File: config.mk
export PLATFORM = sky130hd
export DESIGN_NAME = wptr_sync_gray_flat
export DESIGN_NICKNAME = d
export VERILOG_FILES = /design/src/rtl/wptr_sync_gray_if.sv /design/src/rtl/wptr_sync_gray.sv /design/src/flat_wrapper.sv
export SDC_FILE = /design/constraint.sdc
export NUM_CORES = 1
export LEC_CHECK = 0
export CORE_ASPECT_RATIO = 2
export CORE_MARGIN = 2
export CORE_UTILIZATION = 50
export CTS_BUF_LIST = sky130_fd_sc_hd__clkbuf_8
export CTS_CLUSTER_SIZE = 40
export DETAILED_ROUTE_END_ITERATION = 8
export PLACE_DENSITY = 0.78
export SETUP_SLACK_MARGIN = 0.02
export SLEW_MARGIN = 30
export SYNTH_ARGS = -nofsm -noshare
export SYNTH_HDL_FRONTEND = slang
export SYNTH_SLANG_ARGS = --single-unit
File: constraint.sdc
create_clock -name wclk -period 3.88 [get_ports wclk]
set_input_delay 0.97 -clock wclk [delete_from_list [all_inputs] [get_ports wclk]]
set_output_delay 0.97 -clock wclk [all_outputs]
set_load 0.01 [all_outputs]
File: src/rtl/wptr_sync_gray_if.sv
// Signal bundle between the write-side FIFO logic and the write-domain pointer synchronizer.
interface wptr_sync_gray_if #(
    parameter int ADDR_WIDTH = 9
);
    logic [ADDR_WIDTH-1:0] rptr_gray_async;
    logic [ADDR_WIDTH-1:0] wptr;
    logic                  gray_err_clr;
    logic [ADDR_WIDTH-1:0] wptr_gray;
    logic [ADDR_WIDTH-1:0] rptr_sync;
    logic [ADDR_WIDTH-1:0] wfree;
    logic                  walmost_full;
    logic                  gray_err;

    modport master (
        output rptr_gray_async, wptr, gray_err_clr,
        input  wptr_gray, rptr_sync, wfree, walmost_full, gray_err
    );

    modport slave (
        input  rptr_gray_async, wptr, gray_err_clr,
        output wptr_gray, rptr_sync, wfree, walmost_full, gray_err
    );
endinterface

File: src/rtl/wptr_sync_gray.sv
// Write-domain side of the async FIFO pointer crossing: synchronizes the Gray read pointer,
// exports the Gray write pointer, and derives free-space, almost-full and a CDC integrity flag.
module wptr_sync_gray #(
    parameter int ADDR_WIDTH  = 9,
    parameter int SYNC_STAGES = 2,
    parameter int AF_THRESH   = 4
) (
    input logic              wclk,
    input logic              wrst_n,
    wptr_sync_gray_if.slave  bus
);
    localparam int DEPTH = 1 << (ADDR_WIDTH - 1);
    localparam logic [ADDR_WIDTH-1:0] DEPTH_V = ADDR_WIDTH'(DEPTH);
    localparam logic [ADDR_WIDTH-1:0] AF_V    = ADDR_WIDTH'(AF_THRESH);
    localparam int WU_W = $clog2(SYNC_STAGES + 2);
    localparam logic [WU_W-1:0] WU_MAX = WU_W'(SYNC_STAGES + 1);

    function automatic logic [ADDR_WIDTH-1:0] gray2bin(input logic [ADDR_WIDTH-1:0] g);
        logic [ADDR_WIDTH-1:0] b;
        b[ADDR_WIDTH-1] = g[ADDR_WIDTH-1];
        for (int i = ADDR_WIDTH - 2; i >= 0; i--) begin
            b[i] = b[i+1] ^ g[i];
        end
        return b;
    endfunction

    // True when more than one bit is set: a legal Gray step flips at most one bit.
    function automatic logic multi_bit(input logic [ADDR_WIDTH-1:0] x);
        return (x & (x - ADDR_WIDTH'(1))) != '0;
    endfunction

    logic [ADDR_WIDTH-1:0] sync_q [SYNC_STAGES];
    logic [ADDR_WIDTH-1:0] s_last;
    logic [ADDR_WIDTH-1:0] s_prev;
    logic [WU_W-1:0]       wu_cnt;

    logic [ADDR_WIDTH-1:0] occ;
    logic [ADDR_WIDTH-1:0] rptr_bin;
    logic [ADDR_WIDTH-1:0] wfree_nxt;
    logic                  occ_bad;
    logic                  step_bad;
    logic                  err_set;

    assign s_last = sync_q[SYNC_STAGES-1];

    // Synchronizer chain: plain flop-to-flop, nothing in between.
    always_ff @(posedge wclk or negedge wrst_n) begin
        if (!wrst_n) begin
            for (int i = 0; i < SYNC_STAGES; i++) begin
                sync_q[i] <= '0;
            end
        end else begin
            sync_q[0] <= bus.rptr_gray_async;
            for (int i = 1; i < SYNC_STAGES; i++) begin
                sync_q[i] <= sync_q[i-1];
            end
        end
    end

    always_comb begin
        rptr_bin  = gray2bin(s_last);
        occ       = bus.wptr - bus.rptr_sync;
        occ_bad   = occ > DEPTH_V;
        wfree_nxt = occ_bad ? '0 : (DEPTH_V - occ);
        step_bad  = multi_bit(s_last ^ s_prev);
        err_set   = (wu_cnt == WU_MAX) && (occ_bad || step_bad);
    end

    // Registered outputs; the error check stays masked until the chain has flushed post-reset.
    always_ff @(posedge wclk or negedge wrst_n) begin
        if (!wrst_n) begin
            s_prev           <= '0;
            wu_cnt           <= '0;
            bus.wptr_gray    <= '0;
            bus.rptr_sync    <= '0;
            bus.wfree        <= DEPTH_V;
            bus.walmost_full <= 1'b0;
            bus.gray_err     <= 1'b0;
        end else begin
            s_prev           <= s_last;
            if (wu_cnt != WU_MAX) begin
                wu_cnt <= wu_cnt + WU_W'(1);
            end
            bus.wptr_gray    <= bus.wptr ^ (bus.wptr >> 1);
            bus.rptr_sync    <= rptr_bin;
            bus.wfree        <= wfree_nxt;
            bus.walmost_full <= (wfree_nxt <= AF_V);
            if (err_set) begin
                bus.gray_err <= 1'b1;
            end else if (bus.gray_err_clr) begin
                bus.gray_err <= 1'b0;
            end
        end
    end
endmodule

File: src/flat_wrapper.sv
// flat-port wrapper written by rule: the top's interface ports become plain ports
module wptr_sync_gray_flat 
#(
    parameter int ADDR_WIDTH  = 9,
    parameter int SYNC_STAGES = 2,
    parameter int AF_THRESH   = 4
)
  (wclk, wrst_n, bus_rptr_gray_async, bus_wptr, bus_gray_err_clr, bus_wptr_gray, bus_rptr_sync, bus_wfree, bus_walmost_full, bus_gray_err);
  wptr_sync_gray_if #(.ADDR_WIDTH(ADDR_WIDTH)) bus_i ();
  input logic wclk;
  input logic wrst_n;
  input wire logic [$bits(bus_i.rptr_gray_async)-1:0] bus_rptr_gray_async;
  input wire logic [$bits(bus_i.wptr)-1:0] bus_wptr;
  input wire logic [$bits(bus_i.gray_err_clr)-1:0] bus_gray_err_clr;
  output wire logic [$bits(bus_i.wptr_gray)-1:0] bus_wptr_gray;
  output wire logic [$bits(bus_i.rptr_sync)-1:0] bus_rptr_sync;
  output wire logic [$bits(bus_i.wfree)-1:0] bus_wfree;
  output wire logic [$bits(bus_i.walmost_full)-1:0] bus_walmost_full;
  output wire logic [$bits(bus_i.gray_err)-1:0] bus_gray_err;
  assign bus_i.rptr_gray_async = bus_rptr_gray_async;
  assign bus_i.wptr = bus_wptr;
  assign bus_i.gray_err_clr = bus_gray_err_clr;
  assign bus_wptr_gray = bus_i.wptr_gray;
  assign bus_rptr_sync = bus_i.rptr_sync;
  assign bus_wfree = bus_i.wfree;
  assign bus_walmost_full = bus_i.walmost_full;
  assign bus_gray_err = bus_i.gray_err;
  wptr_sync_gray #(.ADDR_WIDTH(ADDR_WIDTH), .SYNC_STAGES(SYNC_STAGES), .AF_THRESH(AF_THRESH)) u_core (.wclk(wclk), .wrst_n(wrst_n), .bus(bus_i));
endmodule
==> load_flow_metrics.sql <==
INSERT INTO impl_metrics (metric_group, metric, value, unit) VALUES
('sta', 'finalHoldViolCount', '0', ''),
('floorplanning', 'design.die.area', '0.00570', 'mm^2'),
('clocking', 'insertion_delay', '0.34', 'ns'),
('hold_path', 'worstHoldPathType', 'reg -> reg', ''),
('finish', 'layout-drive-gt1-share', '0.138', ''),
('floorplanning', 'core_area', '0.00486', 'mm^2'),
('placed_design', 'place_congestion', '0.954', ''),
('sta', 'tightestPinTransition', '0.538', 'ns'),
('drt', 'drtAntennaViolNets', '0', ''),
('grt', 'number_of_antenna_violations_at_the_first_check_in_global_routing', '0', ''),
('status', 'outcome', 'finished, final reports clean', ''),
('critical_path', 'worst-path-max-fanout', '4', ''),
('logic_synthesis', 'syn-num-nets', '240', ''),
('sta', 'finClkSkew', '0.0121', 'ns'),
('logic_synthesis', 'synth_top_family_by_area', 'XOR/XNOR gates', ''),
('clocking', 'cts_setup_buffers', '0', ''),
('logic_synthesis', 'synthMuxAreaShare', '0.00443', ''),
('sta', 'max-slew-margin-rel', '0.641', ''),
('pwr', 'vdd_drop_max', '469', 'uV'),
('sta', 'finalSetupViolations', '0', ''),
('drt', 'drt-vias-per-instance', '5.47', ''),
('grt', 'overflow', '0', ''),
('critical_path', 'worst-endpoint-required', '4.11', 'ns'),
('sta', 'setup_total_negative_slack', '0', 'ns'),
('logic_synthesis', 'synth_compound_gate_area_share', '0.129', ''),
('floorplanning', 'io-pin-count', '50', ''),
('clocking', 'clock_path_buffers', '2', ''),
('grt', 'pin_count_of_the_biggest_net_entering_global_routing', '42', ''),
('finish', 'final_nets', '310', ''),
('run', 'max-cap-violations', '0', ''),
('logic_synthesis', 'yosys_register_bits', '57', ''),
('critical_path', 'critical_path_cell_by_cell', 'clkdlybuf4s50_1 > inv_1 > ha_1 > fa_1 > nand2b_2 > a21o_1 > a211o_1 > a2111o_1 > o31ai_2 > o211ai_1 > a221o_1', ''),
('drt', 'drt-total-wl', '4980', 'um'),
('clocking', 'tritoncts.num_buffers', '9', ''),
('clocking', 'tritoncts', 'built', ''),
('clocking', 'cts-root-buf', 'clkbuf_8', ''),
('placed_design', 'dp.cells', '324', ''),
('logic_synthesis', 'synth.yosys.seq_area_share', '0.562', ''),
('sta', 'fmaxAchievable', '281', 'MHz'),
('critical_path', 'cpLargestDelayFamily', 'compound AO/OA/AOI/OAI gates', ''),
('clocking', 'ctsResizeCount', '0', ''),
('pwr', 'power.static_leakage', '1.47', 'nW'),
('grt', 'grt_use_total', '0.207', ''),
('pwr', 'power_density', '616', 'mW/mm^2'),
('grt', 'grt_pass1_wl', '8270', 'um'),
('critical_path', 'timing.critical_path.slowest_cell_delay', '0.49', 'ns'),
('clocking', 'ctsHoldBuffers', '0', ''),
('logic_synthesis', 'yosys.area_share.adder', '0.0571', ''),
('drt', 'drcViolationCount', '0', ''),
('clocking', 'clkSinkCount', '57', ''),
('floorplanning', 'placement_row_count', '36', ''),
('finish', 'multi_input_comb_area', '0.00103', 'mm^2'),
('sta', 'period_minus_slack', '3.56', 'ns'),
('finish', 'antenna-diode-count', '0', ''),
('drt', 'routed_vias', '1859', ''),
('logic_synthesis', 'syn-instance-count', '208', ''),
('logic_synthesis', 'syn_avg_cell_area', '12.2', 'um^2'),
('sta', 'drv_slew', '0', ''),
('finish', 'fillCellCount', '359', ''),
('logic_synthesis', 'synth_xor_xnor_area_share', '0.129', ''),
('drt', 'detail_route.iter0.violations', '69', ''),
('critical_path', 'worstPathBufferInverterCount', '2', ''),
('drt', 'avgRoutedWirePerCell', '14.7', 'um'),
('placed_design', 'dp.final_hpwl', '3870', 'um'),
('sta', 'whs', '0.348', 'ns'),
('logic_synthesis', 'syn-cell-area', '0.00254', 'mm^2'),
('clocking', 'h_tree_levels', '3', ''),
('floorplanning', 'die_width', '54.4', 'um'),
('sta', 'crit_share_post_route', '0.917', ''),
('placed_design', 'port-buffer-count', '49', ''),
('critical_path', 'critical_path.slowest_cell', 'clkdlybuf4s50_1', '');
sequential cells by signal, indices dropped and copies added (netlist names):
register                 cells
u_core.bus.gray_err          1
u_core.sync_q                9
u_core.bus.rptr_sync         9
u_core.bus.walmost_full      1
u_core.bus.wptr_gray         9
u_core.wu_cnt                2
u_core.s_last                9
u_core.bus.wfree             9
u_core.s_prev                8
layout by cell type (no fill, tap or decap), types with 4 or more instances in the layout:
cell type / Yosys / routed
clkdlybuf4s50_1: 0 / 48
buf_4: 2 / 14
clkinv_2: 0 / 4
a31oi_1: 5 / 5
clkbuf_8: 0 / 9
nor2_1: 13 / 13
nand2_1: 4 / 4
a21oi_1: 10 / 10
ha_1: 10 / 10
xor2_1: 19 / 19
nor3_1: 5 / 5
inv_1: 16 / 17
xnor2_1: 16 / 16
dfrtp_1: 56 / 56
nand3_1: 4 / 4
metrics by stage:
| stage | utilization | instance area, um^2 | power (mW) | worst slack (ns) |
|---|---|---|---|---|
| floorplan | - | 2540 | 1.26 | 0.498 |
| global placement | 0.651 | 3170 | 1.58 | 0.00948 |
| detailed placement | 0.651 | 3170 | 1.61 | -0.0350 |
| CTS | 0.685 | 3330 | 2.07 | 0.341 |
| global route | 0.685 | 3330 | 2.19 | 0.185 |
| finish | 0.685 | 3330 | 2.06 | 0.323 |
worst register-to-register path, stage by stage (launching register included):
cell and delay, ns:
dfrtp_1 0.39, ha_1 0.23, fa_1 0.38, nand2b_2 0.21, a21o_1 0.20, a211o_1 0.27, a2111o_1 0.42, o31ai_2 0.18
o211ai_1 0.12, a221o_1 0.31
worst paths after layout:
kind | depth (start not counted) | start | to | slack, ns
min | 0 | u_core.sync_q[17] | u_core.s_last[8] | 0.35
max | 11 | bus_wptr[0] | u_core.bus.gray_err | 0.32
min in group asynchronous | 1 | wrst_n | u_core.bus.wptr_gray[5] | 0.60
max in group asynchronous | 2 | wrst_n | u_core.s_last[1] | 2.67
max reg2reg | 9 | u_core.bus.rptr_sync[0] | u_core.bus.gray_err | 1.07
min reg2reg | 0 | u_core.sync_q[17] | u_core.s_last[8] | 0.35
Yosys cell counts (2+ instances only):
| cell | count | area, um^2 |
|---|---|---|
| a2111o_1 | 2 | 22.5 |
| a211o_1 | 2 | 17.5 |
| a211oi_1 | 2 | 15.0 |
| a21oi_1 | 10 | 50.1 |
| a31oi_1 | 5 | 31.3 |
| and3_1 | 2 | 12.5 |
| buf_4 | 2 | 15.0 |
| dfrtp_1 | 56 | 1400 |
| ha_1 | 10 | 125 |
| inv_1 | 16 | 60.1 |
| nand2_1 | 4 | 15.0 |
| nand3_1 | 4 | 20.0 |
| nor2_1 | 13 | 48.8 |
| nor2b_1 | 2 | 12.5 |
| nor3_1 | 5 | 25.0 |
| nor3b_1 | 2 | 15.0 |
| o21a_1 | 3 | 22.5 |
| o21ai_0 | 3 | 15.0 |
| o22ai_1 | 3 | 18.8 |
| xnor2_1 | 16 | 140 |
| xor2_1 | 19 | 166 |
layer usage:
metal	GRT usage	vias to the layer above	wire, um
li1	-	868	-
met1	0.186	889	1630
met2	0.349	76	2800
met3	0.0657	26	257
met4	0.161	0	291
met5	0	-	0
logic make-up after synthesis:
| logic type | count (synthesis) |
|---|---|
| flip-flops | 57 |
| AO/OA/AOI/OAI | 44 |
| AND/OR/NAND/NOR | 40 |
| XOR/XNOR | 36 |
| buffers and inverters | 19 |
| adder cells (fa/ha/maj) | 11 |
| multiplexers | 1 |
layout make-up:
| class | count | area share |
|---|---|---|
| clock buffers | 9 | 0.0371 |
| flip-flops and latches | 57 | 0.428 |
| clock inverters | 7 | 0.0116 |
| multi-input cells | 132 | 0.308 |
| well taps | 57 | 0.0214 |
| inverters | 16 | 0.0180 |
| repair buffers | 62 | 0.176 |
where the power goes:
part           leakage, nW  switching (mW)  internal [mW]
sequential           0.665          0.0388          0.683
clock               0.0860           0.226          0.223
combinational        0.721           0.450          0.435
total                 1.47           0.714           1.34
Power figures use the tool's default switching activity.
